[config.mk]
export PLATFORM = sky130hd
export DESIGN_NAME = riscv_membus_arb
export DESIGN_NICKNAME = d
export VERILOG_FILES = /design/src/rtl/riscv_pkg.sv /design/src/rtl/riscv_membus_arb_pick.sv /design/src/rtl/riscv_membus_arb.sv
export SDC_FILE = /design/constraint.sdc
export NUM_CORES = 1
export LEC_CHECK = 0
export ABC_AREA = 1
export CORE_AREA = 4 4 104 106
export DETAILED_ROUTE_END_ITERATION = 8
export DIE_AREA = 0 0 108 110
export GPL_ROUTABILITY_DRIVEN = 0
export GPL_TIMING_DRIVEN = 0
export PLACE_DENSITY = 0.69
export SYNTH_ARGS = -nofsm -noshare
export SYNTH_HDL_FRONTEND = slang
export SYNTH_SLANG_ARGS = --single-unit
[constraint.sdc]
create_clock -name clk -period 2.4 [get_ports clk]
set_input_delay 0.48 -clock clk [delete_from_list [all_inputs] [get_ports clk]]
set_output_delay 0.48 -clock clk [all_outputs]
set_load 0.05 [all_outputs]
[src/rtl/riscv_pkg.sv]
// rtl/riscv_pkg.sv - shared types and helpers for the riscv memory-bus arbiter
package riscv_pkg;

    typedef enum logic [1:0] {
        IDLE  = 2'd0,
        GNT_I = 2'd1,
        GNT_D = 2'd2
    } arb_state_t;

    localparam int STARVE_W = 4;

    // Saturating increment for the fetch starvation counter
    function automatic logic [STARVE_W-1:0] sat_inc(input logic [STARVE_W-1:0] v,
                                                    input logic [STARVE_W-1:0] lim);
        return (v >= lim) ? lim : v + 4'd1;
    endfunction

    // Fetch must win once it has been passed over lim times in a row
    function automatic logic fetch_forced(input logic [STARVE_W-1:0] cnt,
                                          input logic [STARVE_W-1:0] lim);
        return cnt >= lim;
    endfunction

endpackage

[src/rtl/riscv_membus_arb_pick.sv]
// rtl/riscv_membus_arb_pick.sv - next-grant selection (RISCV_MEMBUS_ARB_RR_EN selects round-robin)
module riscv_membus_arb_pick
    import riscv_pkg::*;
(
    input  logic                imem_req,
    input  logic                dmem_req,
`ifdef RISCV_MEMBUS_ARB_RR_EN
    input  logic                last_gnt_d,
`else
    input  logic [STARVE_W-1:0] starve_cnt,
    input  logic [STARVE_W-1:0] limit,
`endif
    output logic                gnt_d
);

    // Data wins unless fetch also requests and is owed the slot
    always_comb begin
`ifdef RISCV_MEMBUS_ARB_RR_EN
        gnt_d = dmem_req && !(imem_req && last_gnt_d);
`else
        gnt_d = dmem_req && !(imem_req && fetch_forced(starve_cnt, limit));
`endif
    end

endmodule

[src/rtl/riscv_membus_arb.sv]
// rtl/riscv_membus_arb.sv - fetch/data arbiter onto one memory port (macro RISCV_MEMBUS_ARB_RR_EN: round-robin)
module riscv_membus_arb
    import riscv_pkg::*;
#(
    parameter int XLEN         = 32,
    parameter int STARVE_LIMIT = 4
) (
    input  logic              clk,
    input  logic              rst,
    input  logic              imem_req,
    input  logic [XLEN-1:0]   imem_adr,
    output logic              imem_ack,
    output logic              imem_err,
    output logic [XLEN-1:0]   imem_q,
    input  logic              dmem_req,
    input  logic              dmem_we,
    input  logic [XLEN/8-1:0] dmem_be,
    input  logic [XLEN-1:0]   dmem_adr,
    input  logic [XLEN-1:0]   dmem_d,
    output logic              dmem_ack,
    output logic              dmem_err,
    output logic [XLEN-1:0]   dmem_q,
    output logic              bus_req,
    output logic              bus_we,
    output logic [XLEN/8-1:0] bus_be,
    output logic [XLEN-1:0]   bus_adr,
    output logic [XLEN-1:0]   bus_d,
    input  logic              bus_ack,
    input  logic              bus_err,
    input  logic [XLEN-1:0]   bus_q
);

    arb_state_t state;
    logic       pick_d;
    logic       any_req;
    logic       grant_now;

    assign any_req   = imem_req | dmem_req;
    assign grant_now = (state == IDLE) && any_req;

`ifdef RISCV_MEMBUS_ARB_RR_EN
    logic last_gnt_d;

    riscv_membus_arb_pick u_pick (
        .imem_req   (imem_req),
        .dmem_req   (dmem_req),
        .last_gnt_d (last_gnt_d),
        .gnt_d      (pick_d)
    );

    // Remember who won the last grant so contention alternates
    always_ff @(posedge clk) begin
        if (rst)
            last_gnt_d <= 1'b0;
        else if (grant_now)
            last_gnt_d <= pick_d;
    end
`else
    localparam logic [STARVE_W-1:0] LIMIT = STARVE_W'(STARVE_LIMIT);
    logic [STARVE_W-1:0] starve_cnt;

    riscv_membus_arb_pick u_pick (
        .imem_req   (imem_req),
        .dmem_req   (dmem_req),
        .starve_cnt (starve_cnt),
        .limit      (LIMIT),
        .gnt_d      (pick_d)
    );

    // Count data grants that overtook a waiting fetch; a fetch grant clears it
    always_ff @(posedge clk) begin
        if (rst)
            starve_cnt <= '0;
        else if (grant_now) begin
            if (!pick_d)
                starve_cnt <= '0;
            else if (imem_req)
                starve_cnt <= sat_inc(starve_cnt, LIMIT);
        end
    end
`endif

    // Grant FSM: one transaction at a time, back to IDLE on ack or abort
    always_ff @(posedge clk) begin
        if (rst)
            state <= IDLE;
        else begin
            case (state)
                IDLE:    if (any_req) state <= pick_d ? GNT_D : GNT_I;
                GNT_I:   if (bus_ack || !imem_req) state <= IDLE;
                GNT_D:   if (bus_ack || !dmem_req) state <= IDLE;
                default: state <= IDLE;
            endcase
        end
    end

    // Bus mux and zero-latency response routing to the granted side only
    always_comb begin
        bus_req  = 1'b0;
        bus_we   = 1'b0;
        bus_be   = '0;
        bus_adr  = '0;
        bus_d    = '0;
        imem_ack = 1'b0;
        imem_err = 1'b0;
        imem_q   = '0;
        dmem_ack = 1'b0;
        dmem_err = 1'b0;
        dmem_q   = '0;
        if (!rst) begin
            case (state)
                GNT_I: begin
                    bus_req  = imem_req;
                    bus_be   = '1;
                    bus_adr  = imem_adr;
                    imem_ack = bus_ack;
                    imem_err = bus_err;
                    imem_q   = bus_q;
                end
                GNT_D: begin
                    bus_req  = dmem_req;
                    bus_we   = dmem_we;
                    bus_be   = dmem_be;
                    bus_adr  = dmem_adr;
                    bus_d    = dmem_d;
                    dmem_ack = bus_ack;
                    dmem_err = bus_err;
                    dmem_q   = bus_q;
                end
                default: ;
            endcase
        end
    end

endmodule

==> impl_metrics.ini <==
[global_route]
grt_pass1_vias = 3137
grt_use_total = 0.175
grt_max_degree = 11
overflow = 0
antenna_found_initial = 0
grt_pass1_wl_um = 16600

[clock_tree]
clkSinkCount = 6
clkSlewWorstSetupHoldPaths_ns = 0.04
cts_buffers = 3
h-tree-depth = 1
cts_buffer_depth = 2
cts_tree = built
clock_latency_ns = 0.23
clockRootBuffer = clkbuf_8

[critical_path]
start_kind = flop
path_max_fanout = 10
worst-setup-path-type = flop to output pin
cp_data_arrival_time_ns = 1.79
cp_common_cell = buf_2
slowest_stage = dfxtp_1
crit_chain = inv_1 > ha_1 > buf_2 > buf_2 > nand2_1 > a21oi_1 > buf_2
end_kind = output pin
cp.required_ns = 1.92
cpPeakStageDelay_ns = 0.32

[pwr]
power_density_nw_per_um2 = 274
ir_drop_mv = 0.294
leakage_nw = 2.12

[synthesis]
synthesis.area_um2 = 1650
synthesis.nets = 507
synth.avg_cell_area_um2 = 4.52
ys_seq_area_frac = 0.0729
ys_ff_latch = 6
yosys_warnings = 0
synth_cells = 364
synth_top_area_cell = nand2_1
netlist-cell-type-count = 19
synth_area_leaders = nand2_1 (27%), nor2_1 (24%), a21oi_1 (12%)
yosysTopAreaCellShare = 0.271

[min_path]
hp-class = input pin to flop

[layout]
utilization = 0.416
final_cell_mix = clkdlybuf4s50_1 (137), buf_2 (123), nand2_1 (119), nor2_1 (107), inv_1 (44)
n_antenna_cell = 0
fillers = 1148
nets = 787
fin_area_um2 = 4070
multi_input_area_um2 = 1210
drive_above_1_share = 0.268
final_common_cell = clkdlybuf4s50_1
syn2layout_area_growth_pct = 147
seqCellArea_um2 = 120

[run]
maxCapViolCount = 0

[floorplanning]
io_pins = 277
die_w_um = 108
die_area_um2 = 11900
rows = 36
coreArea_um2 = 9770
dieHeight_um = 110
initial_core_util = 0.168

[route]
wire_per_inst_um = 15.2
wl_met3_um = 1080
wl_met2_um = 5870
vias = 3201
wl_um = 11800
highest_layer = met4
drt_iter0_markers = 174
antenna_left = 0
drc = 0
wl_met1_um = 4550
dr.pass1.iters = 6
vias_per_cell = 4.13

[placed_design]
port_buffers = 275
hpwl_um = 9990
place_area_um2 = 4570

[timing]
fin_crit_ns = 2.27
worst-slew-pin-transition_ns = 0.522
setup_viol = 0
fin_crit_sh = 0.944
fin_skew_ns = 0.00381
rsz0062_at_grt = false
hold_viol_final = 0
whs_ns = 0.462
slew_viol_final = 0
fmax_mhz = 441
relSlewSlack = 0.653

[status]
status = complete, no violations
## power breakdown
| part | internal, mW | switching (mW) | total [mW] |
|---|---|---|---|
| sequential | 0.110 | 0.00687 | 0.117 |
| combinational | 0.333 | 0.508 | 0.841 |
| clock | 0.108 | 0.0457 | 0.154 |
| total | 0.551 | 0.561 | 1.11 |
## worst paths after layout
path         slack (ns)       endpoint  cells past startpoint          start
min reg2reg        0.47  starve_cnt[3]                      2  starve_cnt[3]
max                0.13     bus_adr[4]                      7       state[1]
max reg2reg        1.07       state[0]                      8       state[1]
min                0.46       state[1]                      2            rst
## sequential cells by signal, summed over array words and instances (netlist names)
name,count
starve_cnt,4
state,2
## worst max-delay path, delay by kind of cell (launching register included)
family	cells	cell delay, ns
compound gates	1	0.18
fa+ha+maj	1	0.13
buf+inv	4	0.85
flops	1	0.32
simple gates	1	0.07
## Yosys cell counts
cell     number
nand3_1       5
nand2_1     119
buf_2        24
ha_1          4
nand2_2       2
o21ai_0       1
or2_1         1
nor2_1      107
buf_6         1
inv_6         1
dfxtp_1       6
a21oi_2       3
nand2_4       2
a21oi_1      38
inv_2         3
o21ai_2       1
nand3_2       1
nor3_1        1
inv_1        44
## area by class of cell
class / instances / share of cell area
repair buffers: 275 / 0.540
plain buffers: 25 / 0.0360
well taps: 133 / 0.0409
flip-flops and latches: 6 / 0.0295
multi-input cells: 285 / 0.298
inverters: 48 / 0.0456
clock buffers: 3 / 0.0102
## cells by family (layout without fill, tap and decap cells)
group	count (synthesis)	after routing	synth area share
flops	6	6	0.0730
simple gates	238	238	0.565
compound gates	43	43	0.140
buf+inv	73	351	0.192
fa+ha+maj	4	4	0.0304
## what timing repair did
action,CTS,global route
endpoints found under the setup margin,138,130
hold buffers,0,0
buffers inserted,0,0
resized for setup,395,235
## metal layers
layer	up-vias	global-route usage
li1	1632	-
met1	1393	0.198
met2	158	0.328
met3	18	0.0478
met4	0	0.0424
met5	-	0
## per-stage QoR
stage | setup WS [ns] | TNS [ns] | std cells | total power [mW]
after floorplan | 0.210 | 0 | 364 | 0.582
after global placement | -0.243 | -13.76 | 772 | 0.999
after detailed placement | -0.280 | -16.51 | 772 | 1.01
after CTS | 0.00130 | 0 | 775 | 1.15
after global routing | 0.000231 | 0 | 775 | 1.19
final | 0.134 | 0 | 775 | 1.11
No activity file was read; power rests on OpenSTA's default activity.
